[src/rtl/flag_stack_unit.sv]
// Flag register for the RAT CPU: live C/Z/I flags plus a LIFO shadow stack
// that saves {C,Z} on interrupt entry and restores them on return.
module flag_stack_unit #(
    parameter  int SHADOW_DEPTH = 4,
    localparam int DW           = $clog2(SHADOW_DEPTH + 1)
) (
    input  logic          CLK,
    input  logic          RST_N,
    input  logic          ALU_C,
    input  logic          ALU_Z,
    input  logic          FLG_C_LD,
    input  logic          FLG_Z_LD,
    input  logic          FLG_C_SET,
    input  logic          FLG_C_CLR,
    input  logic          I_SET,
    input  logic          I_CLR,
    input  logic          FLG_PUSH,
    input  logic          FLG_POP,
    input  logic          RETI_IE,
    input  logic          ERR_CLR,
    output logic          C_FLAG,
    output logic          Z_FLAG,
    output logic          I_FLAG,
    output logic [DW-1:0] STK_DEPTH,
    output logic          STK_FULL,
    output logic          STK_EMPTY,
    output logic          STK_ERR
);

    logic          c_q, c_d;
    logic          z_q, z_d;
    logic          i_q, i_d;
    logic          err_q, err_d;
    logic [DW-1:0] depth_q, depth_d;
    logic [1:0]    stack_q [SHADOW_DEPTH];

    logic          full, empty;
    logic          push_only, pop_only, push_pop;
    logic          push_ok, pop_ok, err_now;
    logic [1:0]    top_pair;

    always_comb begin
        full      = (depth_q == DW'(SHADOW_DEPTH));
        empty     = (depth_q == '0);
        push_only = FLG_PUSH & ~FLG_POP;
        pop_only  = FLG_POP & ~FLG_PUSH;
        push_pop  = FLG_PUSH & FLG_POP;
        push_ok   = push_only & ~full;
        pop_ok    = pop_only & ~empty;
        err_now   = (push_only & full) | (pop_only & empty) | push_pop;

        // Compare-based select keeps the index width independent of the array size.
        top_pair = '0;
        for (int unsigned i = 0; i < SHADOW_DEPTH; i++) begin
            if (depth_q == DW'(i + 1)) top_pair = stack_q[i];
        end
    end

    always_comb begin
        c_d     = c_q;
        z_d     = z_q;
        i_d     = i_q;
        err_d   = err_q;
        depth_d = depth_q;

        if (pop_ok)         c_d = top_pair[1];
        else if (FLG_C_SET) c_d = 1'b1;
        else if (FLG_C_CLR) c_d = 1'b0;
        else if (FLG_C_LD)  c_d = ALU_C;

        if (pop_ok)         z_d = top_pair[0];
        else if (FLG_Z_LD)  z_d = ALU_Z;

        if (FLG_PUSH)       i_d = 1'b0;
        else if (FLG_POP)   i_d = RETI_IE;
        else if (I_SET)     i_d = 1'b1;
        else if (I_CLR)     i_d = 1'b0;

        if (push_ok)        depth_d = depth_q + DW'(1);
        else if (pop_ok)    depth_d = depth_q - DW'(1);

        if (err_now)        err_d = 1'b1;
        else if (ERR_CLR)   err_d = 1'b0;
    end

    always_ff @(posedge CLK or negedge RST_N) begin
        if (!RST_N) begin
            c_q     <= 1'b0;
            z_q     <= 1'b0;
            i_q     <= 1'b0;
            err_q   <= 1'b0;
            depth_q <= '0;
        end else begin
            c_q     <= c_d;
            z_q     <= z_d;
            i_q     <= i_d;
            err_q   <= err_d;
            depth_q <= depth_d;
        end
    end

    // Stack storage is not reset; entries above the depth are never read.
    always_ff @(posedge CLK) begin
        if (push_ok) begin
            for (int unsigned i = 0; i < SHADOW_DEPTH; i++) begin
                if (depth_q == DW'(i)) stack_q[i] <= {c_q, z_q};
            end
        end
    end

    assign C_FLAG    = c_q;
    assign Z_FLAG    = z_q;
    assign I_FLAG    = i_q;
    assign STK_DEPTH = depth_q;
    assign STK_FULL  = full;
    assign STK_EMPTY = empty;
    assign STK_ERR   = err_q;

endmodule

[config.mk]
export PLATFORM = sky130hd
export DESIGN_NAME = flag_stack_unit
export DESIGN_NICKNAME = d
export VERILOG_FILES = /design/src/rtl/flag_stack_unit.sv
export SDC_FILE = /design/constraint.sdc
export NUM_CORES = 1
export LEC_CHECK = 0
export ABC_AREA = 1
export CAP_MARGIN = 10
export CORE_MARGIN = 3
export CORE_UTILIZATION = 50
export DETAILED_ROUTE_END_ITERATION = 10
export GPL_TIMING_DRIVEN = 1
export PLACE_DENSITY = 0.91
export SKIP_LAST_GASP = 1
export SLEW_MARGIN = 20
export SYNTH_ARGS = -nofsm -noshare
export SYNTH_HDL_FRONTEND = slang
export SYNTH_SLANG_ARGS = --single-unit
export TNS_END_PERCENT = 100
[constraint.sdc]
create_clock -name CLK -period 2.4 [get_ports CLK]
set_input_delay 0.48 -clock CLK [delete_from_list [all_inputs] [get_ports CLK]]
set_output_delay 0.48 -clock CLK [all_outputs]
set_load 0.005 [all_outputs]
==> flow_summary.toml, run 1 <==
[run_status]
status = "finished clean"

[pwr]
leakagePower_nw = 0.505
p_per_area_nw_per_um2 = 938
ir_worst_vdd_mv = 0.646
p_total_mw = 1.05

[drt]
routed_via_density = 5.09
dr.pass1.iters = 6
wl_per_cell_um = 13.4
routed_wl_mm = 1.76
final_antenna_net_count = 0
drc_errors = 0
vias = 667
drt-initial-drc-count = 8

[clock_tree]
ctsHoldBuffers = 0
htreeDepth = 1
clk_pin_slew_ns = 0.09
root_buffer = "clkbuf_4"
clkLatencyLatePin_ns = 0.28
cts_tree = "done"
clock_sinks = 15
cts_buffers = 3
clockBufferDepth = 2

[finish]
drive_gt1_frac = 0.122
final.fill_count = 121
final_cell_mix = "22 x clkdlybuf4s50_1, 13 x inv_1, 12 x nor2_1"
final_common_cell = "clkdlybuf4s50_1"
stdcell_area_um2 = 1120
finalNonFillerCells = 131
n_antenna_cell = 0
layout.nets = 136
syn2layout_area_growth_pct = 30.9

[placed_design]
place_inst = 126
io_buffers = 22
place_hpwl_mm = 1.47
placement.cell_area_um2 = 1090
dp_slack_ns = 0.371
routabilityCongestion = 0.785

[synth]
synth_top_area_frac = 0.280
synth_top_family_by_area = "simple AND/OR/NAND/NOR gates"
syn_inst = 89
synth_mux_area_frac = 0
synth_seq_cells = 15
seq_area_frac_synth = 0.485
post_synth.cell_area_avg_um2 = 9.63
ys_warn_count = 0
yosys-top-cells-area = "edfxtp_1 28%, dfrtp_1 20%, ha_1 8.8%"
yosys.area_share.simple = 0.226
synth_area_um2 = 857
syn-num-nets = 109
synthXorXnorAreaFrac = 0.0307
synth_compound_area_frac = 0.0818
synth_cell_types = 21
synth_top_area_cell = "edfxtp_1"
synth_fa_ha_area_frac = 0.0876

[grt]
first_global_vias = 608
antenna_found_initial = 0
grt_usage = 0.176
overflow = 0
grt_pass1_wl_mm = 2.65
grt_max_degree = 9

[die]
core.rowCount = 14
dieWidth_um = 47.4
initial_core_util = 0.550
ios = 23
die_y_um = 47.4
coreArea_um2 = 1560
dieArea_um2 = 2250

[setup_path]
worstPathMaxFanout = 6
cp_data_arrival_time_ns = 1.82
cp-end-kind = "output pin"
crit_type = "flip-flop to output pin"
cp-start-kind = "flip-flop"
critPathRequiredTime_ns = 1.92

[timing]
maxSlewViolCount = 0
postLayoutSetupSlackWorst_ns = 0.0979
setup_violations = 0
max_slew.worst_pin.slew_ns = 0.406
finalHoldViolations = 0
fin_tns_setup_ns = 0
fin_worst_skew_ns = 0.00309
fmax_mhz = 434
period_needed_ns = 2.30
slew_headroom = 0.730
rsz0062_at_grt = "no"
period_share = 0.959

[hold_path]
hold_class = "primary input to async pin"

[job]
max_cap_violations = 0
logic make-up (layout without fill, tap and decap cells):
logic type,Yosys count,count (layout)
AOI/OAI and AO/OA,13,13
DFF,15,15
buffers and inverters,17,43
and+or+nand+nor,35,35
xor gates and xnor gates,3,3
adders and majority gates,6,6
what timing repair did:
item | in CTS | in global routing
resized for setup | 0 | 1
endpoints found under the setup margin | 0 | 1
setup buffers | 0 | 1
power breakdown:
part | total (mW) | leakage, nW | internal, mW | switching (mW)
clock | 0.143 | 0.0150 | 0.0645 | 0.0785
combinational | 0.503 | 0.337 | 0.251 | 0.251
sequential | 0.407 | 0.153 | 0.334 | 0.0734
total | 1.05 | 0.505 | 0.650 | 0.403
cells in the mapped netlist:
| cell type | count |
|---|---|
| nand3_1 | 5 |
| edfxtp_1 | 8 |
| xor2_1 | 2 |
| o21ai_0 | 3 |
| o22ai_1 | 1 |
| inv_1 | 13 |
| o21ai_1 | 1 |
| xnor2_1 | 1 |
| buf_6 | 1 |
| nand2_4 | 3 |
| ha_1 | 6 |
| nand3_4 | 2 |
| a21oi_2 | 1 |
| dfrtp_1 | 7 |
| nor2_1 | 12 |
| nand4_1 | 1 |
| nor3_1 | 3 |
| a21oi_1 | 7 |
| inv_6 | 1 |
| inv_2 | 2 |
| nand2_1 | 9 |
area by class of cell:
type | count | area [µm²] | area share
clock buffers | 4 | 26.3 | 0.0234
inverters | 16 | 65.1 | 0.0580
multi-input cells | 57 | 368 | 0.328
flip-flops and latches | 15 | 415 | 0.370
well taps | 16 | 20.0 | 0.0178
repair buffers | 23 | 228 | 0.203
worst max-delay path, stage by stage, from the launching register on:
cell and delay, ns:
dfrtp_1 0.44, inv_1 0.13, ha_2 0.24, nand2_4 0.08
inv_2 0.14, clkdlybuf4s50_1 0.51
registers in the layout, summed over array words and instances, names as in the netlist:
register / count
Z_FLAG: 1
stack_q: 8
C_FLAG: 1
STK_DEPTH: 3
STK_ERR: 1
I_FLAG: 1
worst paths after layout:
| path | from | to | slack, ns | depth (start not counted) |
|---|---|---|---|---|
| max reg2reg | STK_DEPTH[0]$_DFFE_PN0P_ | stack_q[2][1]$_DFFE_PP_ | 0.77 | 5 |
| min in group CLK | I_FLAG$_DFFE_PN0P_ | I_FLAG$_DFFE_PN0P_ | 0.53 | 2 |
| max | STK_DEPTH[0]$_DFFE_PN0P_ | STK_FULL | 0.1 | 5 |
| min | RST_N | STK_DEPTH[2]$_DFFE_PN0P_ | 0.46 | 1 |
| min reg2reg | I_FLAG$_DFFE_PN0P_ | I_FLAG$_DFFE_PN0P_ | 0.53 | 2 |
| max in group asynchronous | RST_N | C_FLAG$_DFFE_PN0P_ | 1.69 | 1 |
through the flow:
stage | utilization | hold WS [ns]
global route | 0.720 | 0.468
finish | 0.720 | 0.461
CTS | 0.713 | 0.474
floorplan | - | 0.184
global placement | 0.697 | 0.518
detailed placement | 0.697 | 0.527
routing by layer:
metal,GRT usage,part of all wire,up-vias
met1,0.186,0.39,303
met3,0.0575,0.044,2
met4,0.0331,0.0023,0
li1,-,-,343
met2,0.337,0.56,19
met5,0,0,-
(Power assumes the default switching activity.)
==> inputs of run 2 (changes only) <==
--- a/config.mk
+++ b/config.mk
@@ -5,13 +5,13 @@
 export SDC_FILE = /design/constraint.sdc
 export NUM_CORES = 1
 export LEC_CHECK = 0
-export ABC_AREA = 1
 export CAP_MARGIN = 10
+export CORE_ASPECT_RATIO = 0.75
 export CORE_MARGIN = 3
-export CORE_UTILIZATION = 50
+export CORE_UTILIZATION = 51
 export DETAILED_ROUTE_END_ITERATION = 10
 export GPL_TIMING_DRIVEN = 1
-export PLACE_DENSITY = 0.91
+export PLACE_DENSITY = 0.92
 export SKIP_LAST_GASP = 1
 export SLEW_MARGIN = 20
 export SYNTH_ARGS = -nofsm -noshare
==> run 2 against run 1 <==
Die area increased by 2.9%; register-to-register slack got worse by 0.41 ns; clock power about the same; highest routed layer unchanged; sequential cell count unchanged; critical path depth decreased by 1; maximum frequency increased by 1.9%; synthesized cell count decreased by 10%.
==> flow_summary.toml, run 2 <==
[setup_path]
ff2ff_path_depth = 6
crit_buf_inv = 2
reg2reg_slack_ns = 0.36
cp_num_cells = 4
cpMaxStageDelayCell = "clkdlybuf4s50_1"
cp_cell_sequence = "inv_2 -> ha_1 -> and2_2 -> clkdlybuf4s50_1"
timing.rr.start = "STK_DEPTH[2]$_DFFE_PN0P_"
cp-endpoint = "STK_FULL"
r2r-end = "Z_FLAG$_DFFE_PN0P_"
cp_data_arrival_time_ns = 1.78
critPathRequiredTime_ns = 1.92
crit_family = "buffers and inverters"
cp-end-kind = "output pin"
cp-start-kind = "flip-flop"
worstSetupStartpoint = "STK_DEPTH[1]$_DFFE_PN0P_"
crit_type = "flip-flop to output pin"
worstPathMaxFanout = 5
critical-path-max-stage-delay_ns = 0.51

[finish]
syn2layout_area_growth_pct = 28.1
top_register = "stack_q"
n_antenna_cell = 0
final_cell_mix = "22 x clkdlybuf4s50_1, 8 x edfxtp_1, 7 x dfrtp_1"
drive_gt1_frac = 0.163
largest_reg_flops = 8
stdcell_area_um2 = 1150
layout.nets = 125
final_common_cell = "clkdlybuf4s50_1"

[timing]
setup_violations = 0
rsz0062_at_grt = "no"
slew_headroom = 0.675
period_needed_ns = 2.26
fin_tns_setup_ns = 0
finalHoldViolations = 0
period_share = 0.942
maxSlewViolCount = 0
fin_worst_skew_ns = 0.00520
postLayoutSetupSlackWorst_ns = 0.140
fmax_mhz = 442
max_slew.worst_pin.slew_ns = 0.487

[die]
core.rowCount = 12
initial_core_util = 0.571
dieArea_um2 = 2310
dieWidth_um = 54.5
ios = 23
die_y_um = 42.4
coreArea_um2 = 1580

[clock_tree]
cts_tree = "done"
clockBufferDepth = 2
htreeDepth = 1
clock_sinks = 15
clkLatencyLatePin_ns = 0.28
cts_buffers = 3
clk_pin_slew_ns = 0.08
root_buffer = "clkbuf_4"

[grt]
antenna_found_initial = 0
grt_max_degree = 14
overflow = 0
grt_pass1_wl_mm = 3.07
first_global_vias = 669
grt_usage = 0.189

[run_status]
status = "finished clean"

[drt]
routed_via_density = 5.57
wl_per_cell_um = 14.8
drc_errors = 0
dr.pass1.iters = 4
drt-initial-drc-count = 13
final_antenna_net_count = 0
routed_wl_mm = 1.85
vias = 696

[synth]
yosysMostFrequentCell = "edfxtp_1"
yosys-top-cells-area = "edfxtp_1 27%, dfrtp_1 19%, ha_1 8.3%"
synthArstFlopShare = 0.467
yosys-top-cells-count = "8 x edfxtp_1, 7 x dfrtp_1, 6 x ha_1, 6 x nand2_1, 6 x nor2_1"
syn_inst = 80
yosys.area_share.simple = 0.183
synth_top_area_frac = 0.267
synth_seq_cells = 15
seq_area_frac_synth = 0.461
synthXorXnorAreaFrac = 0.0194
ys_warn_count = 0
synth_area_um2 = 901
synth_mux_area_frac = 0.0333
syn-num-nets = 100
synth_top_family_by_area = "simple AND/OR/NAND/NOR gates"
post_synth.cell_area_avg_um2 = 11.3
ys.flop_type = "edfxtp_1"
synth_compound_area_frac = 0.151
synth_fa_ha_area_frac = 0.0833
synth_cell_types = 30
synth_top_area_cell = "edfxtp_1"
synth-edff-count = 8

[pwr]
leakagePower_nw = 0.457
p_per_area_nw_per_um2 = 969
p_total_mw = 1.12
ir_worst_vdd_mv = 0.672

[placed_design]
io_buffers = 22
dp_slack_ns = 0.352
routabilityCongestion = 0.829
placement.cell_area_um2 = 1120
place_hpwl_mm = 1.47

[job]
max_cap_violations = 0

[hold_path]
hold_class = "primary input to async pin"
run 2: cell count changes after synthesis, moves of 3 or more:
cell      delta
nand3_1      -5
inv_1       -10
nand2b_1     +4
mux2i_1      +3
a221oi_1     +4
nor2b_1      +3
nand2_4      -3
nor2_1       -6
a21oi_1      -4
nand2_1      -3
nor3b_1      +4
nor3_1       -3
run 2: kinds of logic after synthesis:
group                      Yosys count
and+or+nand+nor                     28
AOI/OAI and AO/OA                   17
DFF                                 15
buffers and inverters                9
adders and majority gates            6
muxes                                3
xor gates and xnor gates             2
run 2: timing repair:
| action | 4_1_cts | 5_1_grt |
|---|---|---|
| gates resized for setup | 0 | 4 |
| buffers inserted | 0 | 0 |
| hold buffers | 0 | 0 |
| endpoints found under the setup margin | 0 | 2 |
run 2: worst register-to-register path, stage by stage (launching register included):
cell and delay (ns):
dfrtp_1 0.65, inv_2 0.13, ha_1 0.31, nor4b_2 0.28, a221oi_1 0.13, a221o_1 0.40
o21ai_2 0.07
run 2: metrics by stage:
step                      utilization  cells  hold slack (ns)
after global placement          0.713    121            0.540
final                           0.732    125            0.462
after floorplan                     -     80            0.184
after detailed placement        0.713    121            0.543
after global routing            0.732    125            0.471
after CTS                       0.729    125            0.457
run 2: how the worst min path moves through the flow:
| stage | cells past startpoint | slack, ns | to |
|---|---|---|---|
| 6_report | 1 | 0.46 | STK_DEPTH[1]$_DFFE_PN0P_ |
| 4_1_cts | 1 | 0.46 | STK_DEPTH[1]$_DFFE_PN0P_ |
| 2_1_floorplan | 0 | 0.18 | C_FLAG$_DFFE_PN0P_ |
| 5_1_grt | 1 | 0.47 | STK_DEPTH[0]$_DFFE_PN0P_ |
| 3_5_place_dp | 2 | 0.54 | I_FLAG$_DFFE_PN0P_ |
| 3_3_place_gp | 2 | 0.54 | I_FLAG$_DFFE_PN0P_ |
run 2: per-layer routing:
metal	share of wire	global-route usage
met1	0.45	0.262
met4	0.021	0.0896
met2	0.45	0.267
met3	0.079	0.0534
met5	0	0
run 2: power by group:
part	switching (mW)	internal, mW	total, mW	leakage [nW]
Sequential	0.0839	0.338	0.422	0.157
Combinational	0.254	0.302	0.556	0.285
Clock	0.0752	0.0647	0.140	0.0150
run 2: area by class of cell:
class	instances	area [µm²]
fill	123	423
clock buffer	4	26.3
sequential	15	415
inverter	4	15.0
timing repair buffer	25	243
tap	21	26.3
multi-input combinational	56	428
==> inputs of run 3 (changes only) <==
--- a/config.mk
+++ b/config.mk
@@ -6,12 +6,15 @@
 export NUM_CORES = 1
 export LEC_CHECK = 0
 export CAP_MARGIN = 10
+export CELL_PAD_IN_SITES_DETAIL_PLACEMENT = 1
+export CELL_PAD_IN_SITES_GLOBAL_PLACEMENT = 1
 export CORE_ASPECT_RATIO = 0.75
 export CORE_MARGIN = 3
-export CORE_UTILIZATION = 51
+export CORE_UTILIZATION = 39
+export CTS_CLUSTER_SIZE = 16
 export DETAILED_ROUTE_END_ITERATION = 10
 export GPL_TIMING_DRIVEN = 1
-export PLACE_DENSITY = 0.92
+export PLACE_DENSITY = 0.91
 export SKIP_LAST_GASP = 1
 export SLEW_MARGIN = 20
 export SYNTH_ARGS = -nofsm -noshare
==> run 3 against run 2 <==
Clock-buffer cell count down 1; clock skew down 0.0046 ns; critical path depth unchanged; via count up 2.2%; sequential cell count unchanged.
==> flow_summary.toml, run 3 (synthesis gave the netlist of run 2 again) <==
[timing]
period_needed_ns = 2.32
finalHoldViolations = 0
slew_headroom = 0.636
postLayoutSetupSlackWorst_ns = 0.0763
period_share = 0.968
fmax_mhz = 430
fin_worst_skew_ns = 0.000600
fin_tns_setup_ns = 0
maxSlewViolCount = 0
setup_violations = 0
max_slew.worst_pin.slew_ns = 0.546

[die]
core.rowCount = 14
dieArea_um2 = 2930
coreArea_um2 = 2100
dieWidth_um = 61.5
initial_core_util = 0.429
ios = 23
die_y_um = 47.6

[setup_path]
cp_data_arrival_time_ns = 1.84
critPathRequiredTime_ns = 1.92
cp-start-kind = "flip-flop"
crit_type = "flip-flop to output pin"
cp-end-kind = "output pin"
ff2ff_path_depth = 6
worstPathMaxFanout = 10

[drt]
wl_per_cell_um = 17.8
routed_wl_mm = 2.26
final_antenna_net_count = 0
routed_via_density = 5.60
vias = 711
drc_errors = 0
drt-initial-drc-count = 32
dr.pass1.iters = 4

[clock_tree]
root_buffer = "clkbuf_4"
clock_sinks = 15
clockBufferDepth = 2
clkLatencyLatePin_ns = 0.29
clk_pin_slew_ns = 0.10
ctsHoldBuffers = 0
cts_tree = "done"
htreeDepth = 1
cts_buffers = 3
cts_setup_buffers = 0

[placed_design]
dp_slack_ns = 0.136
io_buffers = 22
place_inst = 123
routabilityCongestion = 0.761
place_hpwl_mm = 1.74

[grt]
first_global_vias = 737
grt_pass1_wl_mm = 3.63
antenna_found_initial = 0
grt_usage = 0.176
overflow = 0
grt_max_degree = 14

[job]
max_cap_violations = 0

[finish]
final_core_util = 0.556
final_cell_mix = "22 x clkdlybuf4s50_1, 8 x edfxtp_1, 7 x dfrtp_1"
largest_reg_flops = 8
finalNonFillerCells = 127
top_register = "stack_q"
syn2layout_area_growth_pct = 29.7
drive_gt1_frac = 0.175
final_common_cell = "clkdlybuf4s50_1"
layout.nets = 124
n_antenna_cell = 0

[hold_path]
hold_class = "primary input to async pin"

[run_status]
status = "finished clean"

[pwr]
ir_worst_vdd_mv = 0.369
leakagePower_nw = 0.458
p_per_area_nw_per_um2 = 1020
[run 3: changes by cell type in the layout (fill, tap and decap cells not counted)]
cell,before,now
ha_4,0,1
nor2b_4,0,1
nor2b_2,1,0
ha_1,6,5
buf_4,3,2
clkbuf_1,1,0
clkinv_2,0,1
[run 3: layout make-up]
type	count	area, µm²
fillers	228	933
multi-input cells	56	445
flip-flops and latches	15	415
repair buffers	24	235
well taps	24	30.0
clock buffers	3	22.5
inverters	4	15.0
clock inverters	1	5.00
[run 3: final timing paths]
check / start / end / slack (ns)
hold reg to reg: I_FLAG$_DFFE_PN0P_ / I_FLAG$_DFFE_PN0P_ / 0.56
min in group CLK: I_FLAG$_DFFE_PN0P_ / I_FLAG$_DFFE_PN0P_ / 0.56
setup reg to reg: STK_DEPTH[2]$_DFFE_PN0P_ / Z_FLAG$_DFFE_PN0P_ / 0.26
hold / removal: RST_N / C_FLAG$_DFFE_PN0P_ / 0.45
setup / recovery: STK_DEPTH[1]$_DFFE_PN0P_ / STK_FULL / 0.08
max in group asynchronous: RST_N / STK_DEPTH[0]$_DFFE_PN0P_ / 1.69
[run 3: stage by stage]
step           hold WS (ns)  power (mW)  area (µm²)
6_report              0.450        1.19        1170
3_5_place_dp          0.552       0.973        1120
3_3_place_gp          0.546       0.942        1120
2_1_floorplan         0.184       0.771         901
4_1_cts               0.464        1.16        1160
5_1_grt               0.456        1.28        1170
[run 3: where the power goes]
group | switching [mW] | total [mW] | internal (mW)
Sequential | 0.0900 | 0.428 | 0.338
Clock | 0.0912 | 0.153 | 0.0622
Combinational | 0.280 | 0.606 | 0.326
[run 3: timing repair]
item,in CTS,in global routing
setup endpoints to repair,2,2
resized for setup,4,3
endpoints found under the hold margin,0,0
pin swaps,0,0
[run 3: routing by layer]
metal,up-vias,global-route usage,part of all wire
met3,0,0.0647,0.063
met2,25,0.282,0.47
met1,351,0.241,0.47
met5,-,0,0
li1,335,-,-
met4,0,0.0127,0
[run 3: worst max-delay path: stages, from the launching register on]
cell             delay [ns]
dfrtp_1                0.45
inv_2                  0.15
ha_4                   0.22
and2_2                 0.22
clkdlybuf4s50_1        0.52
